$ cat src/rtl/miriscv_bus_pkg.sv
// Shared types and default address map for the miriscv data-side interconnect.
// Slave 0 is the RAM window at the bottom of memory; slave 1 is the MMIO window.
package miriscv_bus_pkg;

    typedef enum logic [1:0] {
        IDLE      = 2'd0,
        WAIT_RESP = 2'd1,
        ERR_RESP  = 2'd2
    } bus_state_e;

    localparam logic [31:0] RAM_BASE      = 32'h0000_0000;
    localparam logic [31:0] RAM_MASK      = 32'hFFFF_FF00;
    localparam logic [31:0] MMIO_BASE     = 32'h8000_0000;
    localparam logic [31:0] MMIO_MASK     = 32'hFFFF_F000;

    // Read data returned with an error response.
    localparam logic [31:0] BUS_ERR_RDATA = 32'h0000_0000;

endpackage

$ cat src/rtl/miriscv_addr_decoder.sv
// Address decoder: per-slave base/mask match, lowest index wins on overlap.
// Latency: purely combinational, zero cycles.
// Backpressure: none; the decoder only classifies the address.
module miriscv_addr_decoder
    import miriscv_bus_pkg::*;
#(
    parameter int                         N_SLAVES = 2,
    parameter int                         ADDR_W   = 32,
    parameter logic [N_SLAVES*ADDR_W-1:0] SLV_BASE = {MMIO_BASE, RAM_BASE},
    parameter logic [N_SLAVES*ADDR_W-1:0] SLV_MASK = {MMIO_MASK, RAM_MASK},
    parameter int                         IDX_W    = (N_SLAVES > 1) ? $clog2(N_SLAVES) : 1
) (
    input  logic [ADDR_W-1:0]   addr_i,
    output logic [N_SLAVES-1:0] hit_o,
    output logic [IDX_W-1:0]    idx_o,
    output logic                miss_o
);

    logic [N_SLAVES-1:0] raw_hit;

    always_comb begin
        raw_hit = '0;
        for (int k = 0; k < N_SLAVES; k++) begin
            raw_hit[k] = ((addr_i & SLV_MASK[k*ADDR_W +: ADDR_W]) == SLV_BASE[k*ADDR_W +: ADDR_W]);
        end
    end

    // Scan from the top down so the lowest matching slave overwrites the rest.
    always_comb begin
        hit_o = '0;
        idx_o = '0;
        for (int k = N_SLAVES - 1; k >= 0; k--) begin
            if (raw_hit[k]) begin
                hit_o    = '0;
                hit_o[k] = 1'b1;
                idx_o    = IDX_W'(k);
            end
        end
    end

    assign miss_o = ~|raw_hit;

endmodule

$ cat src/rtl/miriscv_data_bus.sv
// Data-side interconnect: core load/store port to N slaves, one outstanding transaction.
// Latency: grant same cycle as request; response >=1 cycle after grant, miss error next cycle.
// Backpressure: slave grant passes straight to the master; master holds request until granted.
module miriscv_data_bus
    import miriscv_bus_pkg::*;
#(
    parameter int                         N_SLAVES = 2,
    parameter int                         ADDR_W   = 32,
    parameter int                         DATA_W   = 32,
    parameter logic [N_SLAVES*ADDR_W-1:0] SLV_BASE = {MMIO_BASE, RAM_BASE},
    parameter logic [N_SLAVES*ADDR_W-1:0] SLV_MASK = {MMIO_MASK, RAM_MASK},
    parameter int                         TIMEOUT  = 16
) (
    input  logic                       clk_i,
    input  logic                       rst_i,

    input  logic                       m_req_i,
    input  logic                       m_we_i,
    input  logic [DATA_W/8-1:0]        m_be_i,
    input  logic [ADDR_W-1:0]          m_addr_i,
    input  logic [DATA_W-1:0]          m_wdata_i,
    output logic                       m_gnt_o,
    output logic                       m_rvalid_o,
    output logic [DATA_W-1:0]          m_rdata_o,
    output logic                       m_err_o,

    output logic [N_SLAVES-1:0]        s_req_o,
    output logic                       s_we_o,
    output logic [DATA_W/8-1:0]        s_be_o,
    output logic [ADDR_W-1:0]          s_addr_o,
    output logic [DATA_W-1:0]          s_wdata_o,
    input  logic [N_SLAVES-1:0]        s_gnt_i,
    input  logic [N_SLAVES-1:0]        s_rvalid_i,
    input  logic [N_SLAVES*DATA_W-1:0] s_rdata_i
);

    localparam int              IDX_W    = (N_SLAVES > 1) ? $clog2(N_SLAVES) : 1;
    localparam int              TMO_W    = (TIMEOUT > 1) ? $clog2(TIMEOUT) : 1;
    localparam logic [TMO_W-1:0] TMO_LAST = TMO_W'(TIMEOUT - 1);

    bus_state_e          state_q, state_d;
    logic [IDX_W-1:0]    sel_q, sel_d;
    logic [TMO_W-1:0]    tmo_cnt_q, tmo_cnt_d;

    logic [N_SLAVES-1:0] dec_hit;
    logic [IDX_W-1:0]    dec_idx;
    logic                dec_miss;

    logic [N_SLAVES-1:0] s_req;
    logic                gnt;
    logic                rvalid;
    logic                err;
    logic [DATA_W-1:0]   rdata;

    miriscv_addr_decoder #(
        .N_SLAVES (N_SLAVES),
        .ADDR_W   (ADDR_W),
        .SLV_BASE (SLV_BASE),
        .SLV_MASK (SLV_MASK),
        .IDX_W    (IDX_W)
    ) u_addr_decoder (
        .addr_i (m_addr_i),
        .hit_o  (dec_hit),
        .idx_o  (dec_idx),
        .miss_o (dec_miss)
    );

    always_comb begin
        state_d   = state_q;
        sel_d     = sel_q;
        tmo_cnt_d = tmo_cnt_q;
        s_req     = '0;
        gnt       = 1'b0;
        rvalid    = 1'b0;
        err       = 1'b0;
        rdata     = '0;

        unique case (state_q)
            IDLE: begin
                if (m_req_i) begin
                    if (dec_miss) begin
                        // Unmapped: accept immediately so the error can come back next cycle.
                        gnt     = 1'b1;
                        state_d = ERR_RESP;
                    end else begin
                        s_req = dec_hit;
                        gnt   = s_gnt_i[dec_idx];
                        if (gnt) begin
                            sel_d     = dec_idx;
                            tmo_cnt_d = '0;
                            state_d   = WAIT_RESP;
                        end
                    end
                end
            end
            WAIT_RESP: begin
                if (s_rvalid_i[sel_q]) begin
                    rvalid  = 1'b1;
                    rdata   = s_rdata_i[int'(sel_q)*DATA_W +: DATA_W];
                    state_d = IDLE;
                end else if (tmo_cnt_q == TMO_LAST) begin
                    tmo_cnt_d = '0;
                    state_d   = ERR_RESP;
                end else begin
                    tmo_cnt_d = tmo_cnt_q + 1'b1;
                end
            end
            ERR_RESP: begin
                rvalid  = 1'b1;
                err     = 1'b1;
                rdata   = DATA_W'(BUS_ERR_RDATA);
                state_d = IDLE;
            end
            default: begin
                state_d = IDLE;
            end
        endcase
    end

    always_ff @(posedge clk_i) begin
        if (rst_i) begin
            state_q   <= IDLE;
            sel_q     <= '0;
            tmo_cnt_q <= '0;
        end else begin
            state_q   <= state_d;
            sel_q     <= sel_d;
            tmo_cnt_q <= tmo_cnt_d;
        end
    end

    // Everything is forced quiet while reset is held so a pending response cannot leak out.
    assign m_gnt_o    = gnt & ~rst_i;
    assign m_rvalid_o = rvalid & ~rst_i;
    assign m_err_o    = err & ~rst_i;
    assign m_rdata_o  = rst_i ? '0 : rdata;
    assign s_req_o    = rst_i ? '0 : s_req;
    assign s_we_o     = m_we_i & ~rst_i;
    assign s_be_o     = rst_i ? '0 : m_be_i;
    assign s_addr_o   = rst_i ? '0 : m_addr_i;
    assign s_wdata_o  = rst_i ? '0 : m_wdata_i;

endmodule
$ cat config.mk
export PLATFORM = sky130hd
export DESIGN_NAME = miriscv_data_bus
export DESIGN_NICKNAME = d
export VERILOG_FILES = /design/src/rtl/miriscv_bus_pkg.sv /design/src/rtl/miriscv_addr_decoder.sv /design/src/rtl/miriscv_data_bus.sv
export SDC_FILE = /design/constraint.sdc
export NUM_CORES = 1
export LEC_CHECK = 0
export BUFFER_PORTS_ARGS = -buffer_cell sky130_fd_sc_hd__clkbuf_2
export CORE_AREA = 3 3 94 96
export CTS_CLUSTER_DIAMETER = 50
export DETAILED_ROUTE_END_ITERATION = 12
export DIE_AREA = 0 0 97 99
export GPL_ROUTABILITY_DRIVEN = 0
export PLACE_DENSITY = 0.62
export REMOVE_ABC_BUFFERS = 1
export SLEW_MARGIN = 25
export SYNTH_ARGS = -nofsm -noshare
export SYNTH_HDL_FRONTEND = slang
export SYNTH_SLANG_ARGS = --single-unit
$ cat constraint.sdc
create_clock -name clk_i -period 4.4 [get_ports clk_i]
set_clock_uncertainty 0.05 [all_clocks]
set_input_delay 0.88 -clock clk_i [delete_from_list [all_inputs] [get_ports clk_i]]
set_output_delay 0.88 -clock clk_i [all_outputs]
set_load 0.05 [all_outputs]
* Word level (Yosys, flattened, before mapping) *
Cells that the tools add are included.

cells by class
  shift operators = 1
  eq/ne operators = 10
  mux-type cells = 36
  add/subtract/negate cells = 1
  bitwise logic cells = 5
  $lt $le $gt $ge = 2
  reduce and logical (&&, ||, !) cells = 7

operators with widths
  operator                                                                 count
  32-bit two-way mux                                                       5
  64-bit by 7-bit variable part select with 32-bit output                  1
  32-bit logical NOT                                                       1
  4-bit two-way mux                                                        6
  2-bit two-way mux                                                        11
  20-bit == test, second input constant                                    1
  1-bit two-way mux                                                        11
  4-bit case mux with 2 select lines                                       1
  2-bit inequality test, second input constant                             3
  3-bit inequality test, second input constant                             2
  5-bit AND reduction                                                      1
  4-bit by 1-bit adder with 4-bit output, second input constant            1
  1-bit bitwise AND                                                        4
  4-bit == test, second input constant                                     1
  1-bit by 2-bit < comparator with 1-bit output, second input constant     2
  2-bit case mux with 2 select lines                                       1
  4-bit AND reduction                                                      1
  3-bit AND reduction                                                      1
  2-bit by 1-bit == test with 1-bit output, second input constant          1
  2-bit == test, second input constant                                     1
  2-bit logical NOT                                                        1
  2-bit by 1-bit inequality test with 1-bit output, second input constant  1
  1-bit case mux with 2 select lines                                       1
  2-bit nonzero test                                                       1
  2 further kinds                                                          2

word-level totals
  flip-flop bits (word level) = 7
  input port bits = 140

* Longest topological paths before layout *
Gate-level depths: netlist (run 1).

  word-level depth = 9
  mapped depth = 7

* Modules after synthesis *
A second synthesis (run 1) with hierarchy kept.

second synthesis, totals
  cells, all modules = 227
  area, all modules = 1596.5 sq um

by module, submodules not included
  module                area each (sq um)  cells an instance  times used
  miriscv_data_bus      1506.4             215                1
  miriscv_addr_decoder  90.1               12                 1

* Worst setup path after synthesis (run 1) *
OpenSTA, ideal clock, no wires.

  path kind = input to output
  start point = in m_addr_i[19]
  end point = out s_req_o[0]
  path slack = 0.568 ns
  arrival = 2.902 ns
  required time = 3.470 ns
  cell stages on the path = 3
  cells stage by stage = nor3_1 nand3_4 nor4_1

on the way
  cells in the longest elaborated chain, start to end = 6

RTL lines
  element                                                  line                                                    source
  from (decl)                                              miriscv_data_bus.sv:20                                  input logic [ADDR_W-1:0] m_addr_i,
  20-bit == test or 32-bit logical NOT (tied branches)     miriscv_addr_decoder.sv:24                              raw_hit[k] = ((addr_i & SLV_MASK[k*ADDR_W +: ADDR_W]) == SLV_BASE[k*ADDR_W +: ADDR_W]);
  2-bit OR reduction or 2-bit two-way mux (tied branches)  miriscv_addr_decoder.sv:41, miriscv_addr_decoder.sv:33
  2-bit two-way mux *                                      miriscv_data_bus.sv:81                                  if (dec_miss) begin
  2-bit two-way mux *                                      miriscv_data_bus.sv:80                                  if (m_req_i) begin
  2-bit two-way mux *                                      miriscv_data_bus.sv:78                                  unique case (state_q)
  2-bit two-way mux *                                      miriscv_data_bus.sv:137                                 assign s_req_o = rst_i ? '0 : s_req;
  to (decl)                                                miriscv_data_bus.sv:27                                  output logic [N_SLAVES-1:0] s_req_o,

Mark *: on every way between the ends. The rest lies on a longest branch, timed or not.

* Final worst setup path (run 1) *
  start point = in m_addr_i[19]
  end point = out m_gnt_o

on the way
  cells in the longest elaborated chain, start to end = 9

RTL lines
  element                                                line                        source
  20-bit == test                                         miriscv_addr_decoder.sv:24
  1-bit two-way mux (2 in series)                        miriscv_addr_decoder.sv:33  if (raw_hit[k]) begin
  1-bit two-way mux (not written as such) (2 in series)  miriscv_data_bus.sv:87      gnt = s_gnt_i[dec_idx];
  1-bit two-way mux *                                    miriscv_data_bus.sv:81
  1-bit two-way mux *                                    miriscv_data_bus.sv:80
  1-bit two-way mux *                                    miriscv_data_bus.sv:78
  1-bit bitwise AND *                                    miriscv_data_bus.sv:133     assign m_gnt_o = gnt & ~rst_i;
  to (decl)                                              miriscv_data_bus.sv:22      output logic m_gnt_o,

Mark *: on every way between the ends. The rest lies on a longest branch, timed or not. The select of a mux whose other input is x is not followed.

==> insert_results.sql, run 1 <==
INSERT INTO impl_metrics (metric_group, metric, value, unit) VALUES
('outcome', 'outcome', 'completed', ''),
('drt', 'routed.top_layer', 'met4', ''),
('clock_tree', 'cts.hold.buffers_added', '0', ''),
('sta', 'measured_slew_at_the_worst_slew_check_pin', '0.680', 'ns'),
('synthesis', 'synthTopCellsByArea', 'sky130_fd_sc_hd__nor2b_1 (27%), sky130_fd_sc_hd__mux2i_1 (22%), sky130_fd_sc_hd__dfxtp_1 (8.7%), sky130_fd_sc_hd__nor2_1 (8.2%), sky130_fd_sc_hd__ha_1 (3.1%)', ''),
('sta', 'worst_slew_slack_as_a_fraction_of_its_limit', '54.6', '%'),
('global_routing', 'global_route_wire_length_before_repair', '11.9', 'mm'),
('global_routing', 'grt_overflow', '0', ''),
('synthesis', 'share_of_async_settable_or_async_resettable_flops_after_synthesis', '0', '%'),
('power', 'vdd_drop_max', '0.0000604', 'V'),
('final_layout', 'layout.filler_cells', '907', ''),
('power', 'power', '454', 'uW'),
('clock_tree', 'ctsResizeCount', '0', ''),
('synthesis', 'synth-edff-count', '0', ''),
('hold_path', 'hold_path_startpoint', 'tmo_cnt_q[1]', ''),
('setup_path', 'critical_path_startpoint', 'm_addr_i[19]', ''),
('global_routing', 'grt_start_max_net_pins', '75', ''),
('placement', 'dpl_worst_slack', '0.978', 'ns'),
('drt', 'drt.antenna.violating_nets', '0', ''),
('setup_path', 'worst-r2r-setup-slack', '2.41', 'ns'),
('clock_tree', 'clock_tree.root_cell', 'sky130_fd_sc_hd__clkbuf_8', ''),
('global_routing', 'total_routing_usage_reported_by_global_routing', '15.1', '%'),
('sta', 'drv_slew', '0', ''),
('sta', 'grt_setup_unrepaired', 'false', ''),
('setup_path', 'critical_path.startpoint_type', 'primary input', ''),
('setup_path', 'crit_top_cell', 'sky130_fd_sc_hd__clkbuf_2', ''),
('global_routing', 'grt_antenna_before_repair', '0', ''),
('synthesis', 'post-synth-top-area-fraction', '26.9', '%'),
('final_layout', 'drive_gt1_share', '56.6', '%'),
('setup_path', 'critical_path.cell_chain', 'clkbuf_2 -> nor3_1 -> nand3_4 -> nor3_2 -> mux2i_1 -> a21oi_1 -> clkbuf_2', ''),
('setup_path', 'timing.rr.end', 'tmo_cnt_q[3]', ''),
('floorplanning', 'row_count', '33', ''),
('floorplanning', 'dieArea', '9600', 'sq um'),
('synthesis', 'post_synth_inst_count', '229', ''),
('drt', 'drt_iter0_drc', '55', ''),
('floorplanning', 'start_util', '19.7', '%'),
('setup_path', 'worstPathRequired', '3.47', 'ns'),
('hold_path', 'worstHoldPathType', 'flop to flop', ''),
('floorplanning', 'fp.dieW', '97', 'um'),
('synthesis', 'synth.lib_cells_used.distinct', '33', ''),
('drt', 'routed_wl', '7.93', 'mm'),
('clock_tree', 'tritoncts.num_buffers', '3', ''),
('drt', 'wirelength_met1', '2.89', 'mm'),
('floorplanning', 'ioPinCount', '246', ''),
('clock_tree', 'cts_num_sinks', '7', ''),
('power', 'power_density', '153', 'nW/um^2'),
('setup_path', 'timing.critical_path.slowest_stage_cell', 'sky130_fd_sc_hd__nor3_1', ''),
('synthesis', 'postSynthRegisterBits', '7', ''),
('final_layout', 'area.sequential', '141', 'sq um'),
('final_layout', 'fin_nets', '610', ''),
('final_layout', 'antenna_cells_inserted', '0', ''),
('drt', 'routed_wire_length_per_instance', '13.9', 'um'),
('setup_path', 'cp_data_arrival_time', '2.42', 'ns'),
('sta', 'finalSetupViolCount', '0', ''),
('setup_path', 'worstSetupEndpointType', 'primary output', ''),
('power', 'power.static_leakage', '1.57', 'nW'),
('synthesis', 'most_frequent_cells_after_synthesis', 'sky130_fd_sc_hd__nor2b_1 (69), sky130_fd_sc_hd__mux2i_1 (35), sky130_fd_sc_hd__nor2_1 (35)', ''),
('final_layout', 'area_growth_from_synthesis_to_final_layout', '85.0', '%'),
('synthesis', 'synthDominantAreaCellType', 'sky130_fd_sc_hd__nor2b_1', ''),
('synthesis', 'netlist_area', '1600', 'sq um'),
('sta', 'timing.setup.tns', '0', 'ns'),
('sta', 'final_period_minus_worst_setup_slack', '3.35', 'ns'),
('drt', 'num_vias', '2496', ''),
('hold_path', 'worst_hold_path.endpoint', 'tmo_cnt_q[1]', ''),
('sta', 'fin_ws', '1.05', 'ns'),
('clock_tree', 'cts_post_setup_buffers_inserted', '0', ''),
('job', 'max_cap_violations', '0', ''),
('drt', 'dr.pass1.iters', '4', ''),
('clock_tree', 'cts_max_level', '1', ''),
('clock_tree', 'worstSkewPairLatency', '0.23', 'ns'),
('setup_path', 'criticalPathCategory', 'primary input to primary output', '');
[metal layers]
metal,GRT usage [%],vias to the layer above
met3,3.68,10
met5,0,-
met4,3.46,0
li1,-,1250
met1,16.0,1077
met2,29.8,159
[state kept, by name, indices dropped and copies added (netlist names)]
signal	flops
sel_q	1
tmo_cnt_q	4
state_q	2
[power breakdown]
group          switching (mW)  internal, mW  leakage [nW]  total, mW
Clock                  0.0280        0.0627        0.0228     0.0907
Sequential           0.000748        0.0647        0.0572     0.0655
Combinational           0.201        0.0971          1.49      0.298
[area by class of cell]
class | count | area share [%]
sequential | 7 | 4.76
timing repair buffer | 247 | 41.8
clock buffer | 4 | 1.52
multi-input combinational | 199 | 46.5
tap | 105 | 4.43
inverter | 8 | 1.01
[placed cells by master, fill, tap and decap left out, types with 3 or more instances in the layout]
master                     instances
sky130_fd_sc_hd__nand2_1           8
sky130_fd_sc_hd__clkbuf_8          3
sky130_fd_sc_hd__dfxtp_1           6
sky130_fd_sc_hd__nor2_1           35
sky130_fd_sc_hd__ha_1              4
sky130_fd_sc_hd__nand3_1           7
sky130_fd_sc_hd__a21oi_1           4
sky130_fd_sc_hd__o21ai_0           3
sky130_fd_sc_hd__mux2i_1          35
sky130_fd_sc_hd__nor4_2            3
sky130_fd_sc_hd__nor4_1            5
sky130_fd_sc_hd__inv_1             7
sky130_fd_sc_hd__clkbuf_2        245
sky130_fd_sc_hd__nor2b_1          69
sky130_fd_sc_hd__nor3_1            3
[critical path, delay by kind of cell]
kind,cells,cell delay [ns]
buffers and inverters,2,0.35
muxes,1,0.32
and+or+nand+nor,3,0.75
AOI/OAI and AO/OA,1,0.12
[worst max path at each step]
stage                   end  depth (start not counted)
2_1_floorplan  m_rdata_o[0]                          3
3_5_place_dp   m_rdata_o[4]                          7
6_report            m_gnt_o                          7
5_1_grt             m_gnt_o                          7
3_3_place_gp        m_gnt_o                          7
4_1_cts        m_rdata_o[4]                          7
[logic make-up (layout without fill, tap and decap cells)]
group / count (synthesis) / count (layout) / share of synthesized area [%]
AO/OA/AOI/OAI: 19 / 19 / 9.13
multiplexers: 36 / 36 / 22.5
AND/OR/NAND/NOR: 140 / 140 / 51.0
flip-flops: 7 / 7 / 8.74
buffers and inverters: 23 / 259 / 5.46
adder cells (fa/ha/maj): 4 / 4 / 3.12
[through the flow]
step	area, sq um	instances	utilization (%)
final	2970	570	36.5
after global routing	2970	570	36.5
after CTS	2970	570	36.5
after detailed placement	2920	566	35.9
after global placement	2920	566	35.9
after floorplan	1550	214	-
Note: power is estimated with default switching activity, not from simulation.
==> run 2, diff against run 1 <==
--- a/config.mk
+++ b/config.mk
@@ -11,7 +11,7 @@
 export DETAILED_ROUTE_END_ITERATION = 12
 export DIE_AREA = 0 0 97 99
 export GPL_ROUTABILITY_DRIVEN = 0
-export PLACE_DENSITY = 0.62
+export PLACE_DENSITY = 0.64
 export REMOVE_ABC_BUFFERS = 1
 export SLEW_MARGIN = 25
 export SYNTH_ARGS = -nofsm -noshare
==> constraint.sdc (replaced) <==
create_clock -name clk_i -period 2.9 [get_ports clk_i]
set_clock_uncertainty 0.05 [all_clocks]
set_input_delay 0.58 -clock clk_i [delete_from_list [all_inputs] [get_ports clk_i]]
set_output_delay 0.58 -clock clk_i [all_outputs]
set_load 0.05 [all_outputs]
==> insert_results.sql, run 2 (synthesis results as in run 1) <==
INSERT INTO impl_metrics (metric_group, metric, value, unit) VALUES
('final_layout', 'most_frequent_standard_cell_in_the_layout_excluding_fill_and_tap_cells', 'sky130_fd_sc_hd__clkbuf_2', ''),
('final_layout', 'mostFrequentLayoutCells', 'sky130_fd_sc_hd__clkbuf_2 (245), sky130_fd_sc_hd__nor2b_1 (69), sky130_fd_sc_hd__mux2i_1 (35), sky130_fd_sc_hd__nor2_1 (35), sky130_fd_sc_hd__nand2_1 (9)', ''),
('clock_tree', 'cts.hold.buffers_added', '0', ''),
('sta', 'hold_viol', '0', ''),
('floorplanning', 'core_area', '8130', 'sq um'),
('global_routing', 'grt_antenna_before_repair', '0', ''),
('job', 'max_cap_violations', '0', ''),
('setup_path', 'number_of_cells_on_the_worst_reg_to_reg_path', '6', ''),
('sta', 'worst_slew_slack_as_a_fraction_of_its_limit', '64.5', '%'),
('drt', 'drt.antenna.violating_nets', '0', ''),
('sta', 'drv_slew', '0', ''),
('clock_tree', 'clock_tree.root_cell', 'sky130_fd_sc_hd__clkbuf_8', ''),
('sta', 'clock.fmax', '378', 'MHz'),
('global_routing', 'grt_pass1_vias', '2340', ''),
('clock_tree', 'cts.clk_slew.worst_paths', '0.04', 'ns'),
('placement', 'port_buffers', '245', ''),
('power', 'vdd_drop_max', '0.0000820', 'V'),
('final_layout', 'drive_gt1_share', '56.5', '%'),
('clock_tree', 'cts_num_sinks', '7', ''),
('sta', 'grt_setup_unrepaired', 'false', ''),
('hold_path', 'worstHoldPathType', 'flop to flop', ''),
('hold_path', 'hold_path_cells', '2', ''),
('drt', 'routed.top_layer', 'met4', ''),
('final_layout', 'finalInstanceArea', '2980', 'sq um'),
('global_routing', 'total_routing_usage_reported_by_global_routing', '14.0', '%'),
('sta', 'final_period_minus_worst_setup_slack', '2.64', 'ns'),
('final_layout', 'area_growth_from_synthesis_to_final_layout', '85.8', '%'),
('clock_tree', 'tritoncts.num_buffers', '3', ''),
('drt', 'num_vias', '2520', ''),
('drt', 'dr.pass1.iters', '4', ''),
('global_routing', 'grt_overflow', '0', ''),
('floorplanning', 'fp.dieW', '97', 'um'),
('setup_path', 'cp_data_arrival_time', '2.01', 'ns'),
('floorplanning', 'row_count', '33', ''),
('drt', 'wl_met2', '3.69', 'mm'),
('outcome', 'outcome', 'completed', ''),
('clock_tree', 'ctsResizeCount', '0', ''),
('setup_path', 'worstSetupEndpointType', 'primary output', ''),
('sta', 'measured_slew_at_the_worst_slew_check_pin', '0.533', 'ns'),
('setup_path', 'criticalPathCategory', 'primary input to primary output', ''),
('final_layout', 'largest_reg_flops', '4', ''),
('hold_path', 'hold_path_startpoint', 'tmo_cnt_q[1]', ''),
('setup_path', 'crit-reg2reg-launch', 'state_q[0]', ''),
('hold_path', 'worst_hold_path.endpoint', 'tmo_cnt_q[1]', ''),
('final_layout', 'register_ranked_first_by_flip_flop_count', 'tmo_cnt_q', ''),
('power', 'power.static_leakage', '1.57', 'nW'),
('setup_path', 'critical_path.startpoint_type', 'primary input', ''),
('drt', 'routed_wl', '7.32', 'mm'),
('setup_path', 'worst-path-max-fanout', '8', ''),
('drt', 'detail_route.drc_violations', '0', ''),
('floorplanning', 'dieArea', '9600', 'sq um'),
('drt', 'drt_iter0_drc', '51', ''),
('global_routing', 'global_route_wire_length_before_repair', '11.4', 'mm'),
('floorplanning', 'ioPinCount', '246', ''),
('final_layout', 'antenna_cells_inserted', '0', ''),
('setup_path', 'worst-r2r-setup-slack', '1.11', 'ns'),
('placement', 'post-dp-hpwl', '6.45', 'mm'),
('power', 'power_density', '232', 'nW/um^2'),
('sta', 'finalSetupViolCount', '0', ''),
('drt', 'routed_vias_inst', '4.41', ''),
('setup_path', 'timing.rr.end', 'tmo_cnt_q[3]', ''),
('placement', 'detailed_place.area', '2940', 'sq um'),
('final_layout', 'fin_nets', '612', ''),
('final_layout', 'layout_top_registers', 'tmo_cnt_q: 4 flops, state_q: 2 flops, sel_q: 1 flops', ''),
('clock_tree', 'worstSkewPairLatency', '0.23', 'ns'),
('global_routing', 'grt_start_max_net_pins', '60', ''),
('drt', 'routed_wl_met3', '645', 'um'),
('setup_path', 'worstPathRequired', '2.27', 'ns'),
('clock_tree', 'cts_max_level', '1', ''),
('sta', 'hold-worst-slack', '0.437', 'ns'),
('sta', 'fin_crit_sh', '91.1', '%'),
('drt', 'routed_wire_length_per_instance', '12.8', 'um'),
('clock_tree', 'cts_post_setup_buffers_inserted', '0', ''),
('clock_tree', 'cts.path.max_buffers', '2', ''),
('drt', 'wirelength_met1', '2.91', 'mm'),
('floorplanning', 'chipHeight', '99', 'um'),
('floorplanning', 'start_util', '19.7', '%'),
('clock_tree', 'cts_tree', 'built', '');
==> run 2: cell types whose count changed in the layout (fill, tap and decap cells not counted) <==
cell / change
sky130_fd_sc_hd__nand2_1: +1
sky130_fd_sc_hd__buf_4: +2
sky130_fd_sc_hd__nand2_2: -1
==> run 2: how the worst max path moves through the flow <==
stage / endpoint / startpoint / slack (ns) / cells after the start
2_1_floorplan: m_rdata_o[0] / sel_q / -0.70 / 3
3_3_place_gp: m_gnt_o / m_addr_i[19] / 0.28 / 7
3_5_place_dp: m_gnt_o / m_addr_i[19] / 0.25 / 7
4_1_cts: m_gnt_o / m_addr_i[19] / 0.23 / 7
5_1_grt: m_gnt_o / m_addr_i[21] / 0.12 / 7
6_report: m_gnt_o / m_addr_i[19] / 0.26 / 7
==> run 2: metrics by stage <==
step           util [%]  power, mW  setup TNS (ns)  std cells  worst slack [ns]
2_1_floorplan         -      0.374          -22.98        214            -0.698
3_3_place_gp       36.1      0.551               0        568             0.281
3_5_place_dp       36.1      0.555               0        568             0.251
4_1_cts            36.6      0.698               0        572             0.228
5_1_grt            36.6      0.726               0        572             0.119
6_report           36.6      0.693               0        572             0.258
==> run 2: area by class of cell <==
| type | instances | area (sq um) |
|---|---|---|
| fill | 854 | 5150 |
| multi-input combinational | 199 | 1380 |
| timing repair buffer | 249 | 1260 |
| sequential | 7 | 141 |
| tap | 105 | 131 |
| clock buffer | 4 | 45.0 |
| inverter | 8 | 30.0 |
==> run 2: per-layer routing <==
| layer | global-route usage [%] | vias to the layer above |
|---|---|---|
| met4 | 2.38 | 0 |
| met2 | 26.0 | 150 |
| met1 | 16.6 | 1112 |
| met5 | 0 | - |
| met3 | 3.33 | 7 |
| li1 | - | 1251 |
==> run 2: where the power goes <==
group,internal (mW),switching (mW)
Clock,0.0953,0.0448
Combinational,0.148,0.305
Sequential,0.0982,0.00105
Total,0.342,0.351
==> run 2: worst max-delay path, cell delays in order <==
cell                       delay (ns)
sky130_fd_sc_hd__clkbuf_2        0.08
sky130_fd_sc_hd__nor3_1          0.35
sky130_fd_sc_hd__nand3_4         0.20
sky130_fd_sc_hd__nor3_2          0.19
sky130_fd_sc_hd__mux2i_1         0.25
sky130_fd_sc_hd__a21oi_1         0.09
sky130_fd_sc_hd__clkbuf_2        0.25
